===== config.mk =====
export PLATFORM = sky130hd
export DESIGN_NAME = writeback_stage_flat
export DESIGN_NICKNAME = d
export VERILOG_FILES = /design/src/rtl/writeback_if.sv /design/src/rtl/writeback_stage.sv /design/src/flat_wrapper.sv
export SDC_FILE = /design/constraint.sdc
export NUM_CORES = 1
export LEC_CHECK = 0
export BUFFER_PORTS_ARGS = -buffer_cell sky130_fd_sc_hd__buf_2
export CAP_MARGIN = 30
export CORE_MARGIN = 2
export CORE_UTILIZATION = 35
export DETAILED_ROUTE_END_ITERATION = 10
export GPL_TIMING_DRIVEN = 1
export PLACE_DENSITY = 0.64
export RECOVER_POWER = 50
export SETUP_SLACK_MARGIN = 0.3
export SYNTH_ARGS = -nofsm -noshare
export SYNTH_HDL_FRONTEND = slang
export SYNTH_SLANG_ARGS = --single-unit

===== constraint.sdc =====
create_clock -name clk -period 3.7 [get_ports clk]
set_input_delay 0 -clock clk [delete_from_list [all_inputs] [get_ports clk]]
set_output_delay 0 -clock clk [all_outputs]
set_load 0.02 [all_outputs]

===== src/rtl/writeback_if.sv =====
// Execute-to-writeback handshake bundle.
// Execute drives the instruction; writeback answers with ex_ready.
interface writeback_if #(
   parameter int XLEN = 32
);
   logic            ex_valid;
   logic            ex_ready;
   logic            ex_rf_wr;
   logic [4:0]      ex_rd;
   logic [1:0]      ex_wb_sel;
   logic [2:0]      ex_funct3;
   logic [XLEN-1:0] ex_alu_result;
   logic [XLEN-1:0] ex_pc;
   logic [XLEN-1:0] ex_csr_rdata;

   modport master (
      output ex_valid, ex_rf_wr, ex_rd, ex_wb_sel, ex_funct3,
      output ex_alu_result, ex_pc, ex_csr_rdata,
      input  ex_ready
   );

   modport slave (
      input  ex_valid, ex_rf_wr, ex_rd, ex_wb_sel, ex_funct3,
      input  ex_alu_result, ex_pc, ex_csr_rdata,
      output ex_ready
   );
endinterface


===== src/rtl/writeback_stage.sv =====
// Writeback stage: holds one instruction, waits for load data when
// needed, selects and aligns the result and retires it to the RF.
module writeback_stage #(
   parameter int XLEN = 32
) (
   input  logic            clk,
   input  logic            rst,
   writeback_if.slave      ex,
   input  logic            mem_rvalid,
   input  logic [XLEN-1:0] mem_rdata,
   output logic            rf_wr,
   output logic [4:0]      rd,
   output logic [XLEN-1:0] wdata,
   output logic            fwd_valid,
   output logic [4:0]      fwd_rd,
   output logic [XLEN-1:0] fwd_data,
   output logic            load_pending,
   output logic [XLEN-1:0] instret
);

   typedef enum logic [1:0] {
      IDLE,
      COMMIT,
      WAIT_MEM
   } state_t;

   localparam logic [XLEN-1:0] ONE  = XLEN'(1);
   localparam logic [XLEN-1:0] FOUR = XLEN'(4);

   state_t          state;
   logic            wb_v;
   logic            wb_rf_wr;
   logic [4:0]      wb_rd;
   logic [1:0]      wb_sel;
   logic [2:0]      wb_funct3;
   logic [XLEN-1:0] wb_alu;
   logic [XLEN-1:0] wb_pc;
   logic [XLEN-1:0] wb_csr;

   logic            retire;
   logic            accept;
   logic [7:0]      ld_b;
   logic [15:0]     ld_h;
   logic [XLEN-1:0] ld_data;
   logic [XLEN-1:0] result;

   assign load_pending = (state == WAIT_MEM);
   assign ex.ex_ready  = !load_pending || mem_rvalid;
   assign accept       = ex.ex_valid && ex.ex_ready;

   // mem_rvalid only matters while a load is outstanding
   assign retire = wb_v &&
      ((state == COMMIT) || (load_pending && mem_rvalid));

   always_comb begin
      ld_b = mem_rdata[7:0];
      unique case (wb_alu[1:0])
         2'd0: ld_b = mem_rdata[7:0];
         2'd1: ld_b = mem_rdata[15:8];
         2'd2: ld_b = mem_rdata[23:16];
         default: ld_b = mem_rdata[31:24];
      endcase
      ld_h = wb_alu[1] ? mem_rdata[31:16] : mem_rdata[15:0];
      unique case (wb_funct3)
         3'b000: ld_data = {{(XLEN-8){ld_b[7]}}, ld_b};
         3'b100: ld_data = {{(XLEN-8){1'b0}}, ld_b};
         3'b001: ld_data = {{(XLEN-16){ld_h[15]}}, ld_h};
         3'b101: ld_data = {{(XLEN-16){1'b0}}, ld_h};
         default: ld_data = mem_rdata;
      endcase
   end

   always_comb begin
      result = '0;
      unique case (1'b1)
         wb_sel == 2'b00: result = wb_alu;
         wb_sel == 2'b01: result = ld_data;
         wb_sel == 2'b10: result = wb_pc + FOUR;
         default: result = wb_csr;
      endcase
   end

   assign rf_wr     = retire && wb_rf_wr && (wb_rd != 5'd0);
   assign rd        = rf_wr ? wb_rd : 5'd0;
   assign wdata     = rf_wr ? result : '0;
   assign fwd_valid = rf_wr;
   assign fwd_rd    = rd;
   assign fwd_data  = wdata;

   always_ff @(posedge clk or posedge rst) begin
      if (rst) begin
         state     <= IDLE;
         wb_v      <= 1'b0;
         wb_rf_wr  <= 1'b0;
         wb_rd     <= 5'd0;
         wb_sel    <= 2'b00;
         wb_funct3 <= 3'b000;
         wb_alu    <= '0;
         wb_pc     <= '0;
         wb_csr    <= '0;
         instret   <= '0;
      end else begin
         if (retire) instret <= instret + ONE;
         if (accept) begin
            wb_v      <= 1'b1;
            wb_rf_wr  <= ex.ex_rf_wr;
            wb_rd     <= ex.ex_rd;
            wb_sel    <= ex.ex_wb_sel;
            wb_funct3 <= ex.ex_funct3;
            wb_alu    <= ex.ex_alu_result;
            wb_pc     <= ex.ex_pc;
            wb_csr    <= ex.ex_csr_rdata;
            state     <= (ex.ex_wb_sel == 2'b01) ? WAIT_MEM : COMMIT;
         end else if (retire) begin
            wb_v  <= 1'b0;
            state <= IDLE;
         end
      end
   end

endmodule


===== src/flat_wrapper.sv =====
// flat-port wrapper written by rule: the top's interface ports become plain ports
module writeback_stage_flat 
#(
   parameter int XLEN = 32
)
  (clk, rst, mem_rvalid, mem_rdata, rf_wr, rd, wdata, fwd_valid, fwd_rd, fwd_data, load_pending, instret, ex_ex_valid, ex_ex_rf_wr, ex_ex_rd, ex_ex_wb_sel, ex_ex_funct3, ex_ex_alu_result, ex_ex_pc, ex_ex_csr_rdata, ex_ex_ready);
  writeback_if #(.XLEN(XLEN)) ex_i ();
  input  logic clk;
  input  logic rst;
  input  logic mem_rvalid;
  input  logic [XLEN-1:0] mem_rdata;
  output logic rf_wr;
  output logic [4:0] rd;
  output logic [XLEN-1:0] wdata;
  output logic fwd_valid;
  output logic [4:0] fwd_rd;
  output logic [XLEN-1:0] fwd_data;
  output logic load_pending;
  output logic [XLEN-1:0] instret;
  input wire logic [$bits(ex_i.ex_valid)-1:0] ex_ex_valid;
  input wire logic [$bits(ex_i.ex_rf_wr)-1:0] ex_ex_rf_wr;
  input wire logic [$bits(ex_i.ex_rd)-1:0] ex_ex_rd;
  input wire logic [$bits(ex_i.ex_wb_sel)-1:0] ex_ex_wb_sel;
  input wire logic [$bits(ex_i.ex_funct3)-1:0] ex_ex_funct3;
  input wire logic [$bits(ex_i.ex_alu_result)-1:0] ex_ex_alu_result;
  input wire logic [$bits(ex_i.ex_pc)-1:0] ex_ex_pc;
  input wire logic [$bits(ex_i.ex_csr_rdata)-1:0] ex_ex_csr_rdata;
  output wire logic [$bits(ex_i.ex_ready)-1:0] ex_ex_ready;
  assign ex_i.ex_valid = ex_ex_valid;
  assign ex_i.ex_rf_wr = ex_ex_rf_wr;
  assign ex_i.ex_rd = ex_ex_rd;
  assign ex_i.ex_wb_sel = ex_ex_wb_sel;
  assign ex_i.ex_funct3 = ex_ex_funct3;
  assign ex_i.ex_alu_result = ex_ex_alu_result;
  assign ex_i.ex_pc = ex_ex_pc;
  assign ex_i.ex_csr_rdata = ex_ex_csr_rdata;
  assign ex_ex_ready = ex_i.ex_ready;
  writeback_stage #(.XLEN(XLEN)) u_core (.clk(clk), .rst(rst), .ex(ex_i), .mem_rvalid(mem_rvalid), .mem_rdata(mem_rdata), .rf_wr(rf_wr), .rd(rd), .wdata(wdata), .fwd_valid(fwd_valid), .fwd_rd(fwd_rd), .fwd_data(fwd_data), .load_pending(load_pending), .instret(instret));
endmodule

==> flow_summary.json <==
{
  "status": "complete, but fails checks",
  "violations": "max-capacitance violations, max-slew violations",
  "antenna_found_initial": 3,
  "insertion_delay_ns": 0.42,
  "grt_usage_pct": 22.40,
  "grt_max_degree": 111,
  "combinationalPowerShare_pct": 25.0,
  "synth_nets": 916,
  "yosysTopAreaCell": "dfrtp_1",
  "layout-drive-gt1-share_pct": 35.29,
  "rsz0062_at_grt": "no",
  "cts_tree": "yes",
  "synth_edf_count": 0,
  "synth_flop_cell": "dfrtp_1",
  "whs_ns": 0.07250,
  "cts_setup_buffers": 0,
  "crit_type": "reg2out",
  "cp_data_required_time_ns": 3.70,
  "numPortBuffers": 252,
  "relSlewSlack_pct": -2.575,
  "synth_area_um2": 7974,
  "wire_per_inst_um": 19.57,
  "drcViolationCount": 0,
  "fin_worst_skew_ns": 0.01131,
  "seq_area_frac_synth_pct": 44.56,
  "power_density_nw_per_um2": 447.5,
  "max-cap-violations": 2,
  "crit_fanout": 20,
  "clk_pin_slew_ns": 0.07,
  "vias_per_cell": 5.273,
  "grt_pass1_wl_mm": 40.79,
  "r2r-start": "u_core.state[0]",
  "cp-endpoint": "fwd_data[20]",
  "swShare_pct": 33.71,
  "critPathArrivalTime_ns": 3.18,
  "route.vias.total": 7266,
  "worst_setup_path_end_kind": "output port",
  "synth_top_area_share_pct": 44.56,
  "cts.htree.levels": 4,
  "finalSetupViolCount": 0,
  "register_area_um2": 3553,
  "clockBufferDepth": 2,
  "synthTopCellsByArea": "dfrtp_1, mux2_2, xnor2_1",
  "placementRows": 55,
  "async_flop_share_pct": 100.0,
  "intPower_mw": 3.222,
  "core_um2": 22500,
  "tightestPinTransition_ns": 1.539,
  "drtIter0Drc": 469,
  "period_minus_slack_ns": 3.181,
  "synth_cell_type_count": 57,
  "max_freq_mhz": 314.3,
  "nNetsFinal": 1223,
  "p_clk_share_pct": 35.2,
  "initial_core_util_pct": 35.44,
  "fillers": 2123,
  "power_frac_seq_pct": 39.9,
  "ir_drop_v": 0.0002954,
  "clock_sinks": 142,
  "place_hpwl_mm": 19.22,
  "cellLeakagePower_nw": 4.883,
  "syn_avg_cell_area_um2": 10.34,
  "post_cts_resized": 0,
  "gp_congestion": 0.8722,
  "die_h_um": 154.9,
  "grt_pass1_vias": 7052,
  "yosysWarnings": 0,
  "hold_viol": 0,
  "r2r_end": "u_core.wb_csr[31]",
  "drt_wl_total_mm": 26.97,
  "antenna_left": 0,
  "ys_seq_elements": 142,
  "crit_path_start_kind": "flop",
  "drv_slew": 144,
  "gr-total-overflow": 0,
  "synth_cells": 771,
  "fin_tns_setup_ns": 0,
  "rrSetupSlack_ns": 0.74,
  "pin_count": 253,
  "p_sw_mw": 1.638,
  "cts-root-buf": "clkbuf_16",
  "cts_buffers": 17,
  "fp.dieW_um": 154.9,
  "multi_input_area_um2": 3882,
  "crit_start": "u_core.wb_alu[1]",
  "period_share_pct": 85.98,
  "reg2regPathDepth": 5,
  "areaGrowthSynthToFinish_pct": 36.20,
  "dr.pass1.iters": 5,
  "die_area_um2": 24010,
  "holdCritPathClass": "in2reg"
}
[power by group through the flow]
| stage | Clock [mW] | Sequential [mW] | Combinational, mW |
|---|---|---|---|
| after floorplan | 0 | 1.91 | 0.792 |
| after global placement | 0 | 1.95 | 1.12 |
| after detailed placement | 0 | 1.96 | 1.12 |
| after CTS | 1.74 | 1.93 | 1.22 |
| after global routing | 1.81 | 1.96 | 1.31 |
| final | 1.71 | 1.94 | 1.21 |
[worst max-delay path: stages (launching register included)]
cell	delay, ns
dfrtp_1	0.77
mux2i_1	0.19
mux2i_1	0.28
a21oi_1	0.17
and3_1	0.18
a2111oi_0	0.86
buf_2	0.31
[cells by family after synthesis]
family | after synthesis | share of synthesized area [%]
AOI/OAI and AO/OA | 167 | 13.97
buffers and inverters | 102 | 6.747
xor gates and xnor gates | 44 | 4.833
adders and majority gates | 2 | 0.3138
and+or+nand+nor | 195 | 12.88
DFF | 142 | 44.56
muxes | 119 | 16.70
[sequential cells by signal (all words and copies together), names as in the netlist, 2 cells and up]
register and count:
u_core.instret 32, u_core.state 2, u_core.wb_alu 32, u_core.wb_csr 32, u_core.wb_funct3 3, u_core.wb_pc 32
u_core.wb_rd 5, u_core.wb_sel 2
[synth_stat cells (5+ instances only)]
library cell  instances
nand2_1              63
o211ai_1              5
nor2b_1               8
clkbuf_1             37
o221a_2               8
a31oi_1              13
and2_1                7
or4_1                10
nand2b_1              9
a21oi_1              51
o21ai_0              31
a21o_1                5
nand4_1              19
mux2_2              112
o31ai_1               7
xnor2_1              33
o221ai_1             10
inv_1                14
buf_2                10
dfrtp_1             142
nor2_1               20
mux2i_1               7
and3_1               14
nor3_1                7
buf_4                38
nand3_1              19
xor2_1               11
and4_1                8
[metrics by stage]
stage               utilization, %  instance area [um^2]  setup WS [ns]  cells  total power, mW
finish                       48.26                 10860         0.5187   1378            4.860
global route                 48.26                 10860         0.3154   1378            5.092
CTS                          48.55                 10930         0.5147   1376            4.889
detailed placement           41.10                  9248         0.9954   1234            3.080
global placement             41.10                  9248          1.002   1234            3.071
floorplan                        -                  7978         0.7900    771            2.702
[worst min-delay path by stage]
| stage | startpoint | endpoint | slack (ns) | cells past startpoint |
|---|---|---|---|---|
| floorplan | ex_ex_csr_rdata[23] | u_core.wb_csr[23] | 0.15 | 1 |
| global placement | rst | u_core.instret[7] | 0.18 | 2 |
| detailed placement | rst | u_core.instret[7] | 0.18 | 2 |
| CTS | mem_rvalid | u_core.state[1] | 0.12 | 3 |
| global route | mem_rvalid | u_core.state[1] | 0.09 | 3 |
| finish | mem_rvalid | u_core.state[1] | 0.07 | 3 |
[metal layers]
| metal | GRT usage (%) | share of wire [%] | up-vias | wire length (um) |
|---|---|---|---|---|
| met3 | 4.903 | 6.4 | 34 | 1732 |
| li1 | - | - | 3397 | - |
| met4 | 6.614 | 2.1 | 2 | 553 |
| met2 | 37.31 | 49 | 293 | 13080 |
| met1 | 29.34 | 43 | 3540 | 11590 |
| met5 | 0 | 0.026 | - | 7 |
[cell type report]
class / count / area share (%)
flip-flops and latches: 142 / 32.72
diodes: 2 / 0.04608
clock buffers: 17 / 3.917
multi-input cells: 527 / 35.75
inverters: 14 / 0.4954
repair buffers: 376 / 22.40
clock inverters: 15 / 1.394
well taps: 285 / 3.283
[placed cells by master, fill, tap and decap left out, types with 8 or more instances in the layout]
cell type      Yosys  routed
o21ai_0           31      31
buf_4             38      12
clkbuf_1          37      38
o221ai_1          10      10
buf_2             10     214
xnor2_1           33      33
and4_1             8       8
clkbuf_16          0      17
nand3_1           19      19
inv_1             14      13
xor2_1            11      11
nand2b_1           9       9
or4_1             10      10
nand4_1           19      19
a21oi_1           51      51
nor2b_1            8       8
nand2_1           63      63
and3_1            14      14
a31oi_1           13      13
dfrtp_1          142     142
nor2_1            20      20
o221a_2            8       8
dlygate4sd3_1      0     110
mux2_2           112     112
[what timing repair did]
action / 4_1_cts / 5_1_grt
endpoints found under the hold margin: 142 / 0
hold buffers: 110 / 0
endpoints found under the setup margin: 0 / 0
Note: power is estimated with default switching activity, not from simulation.
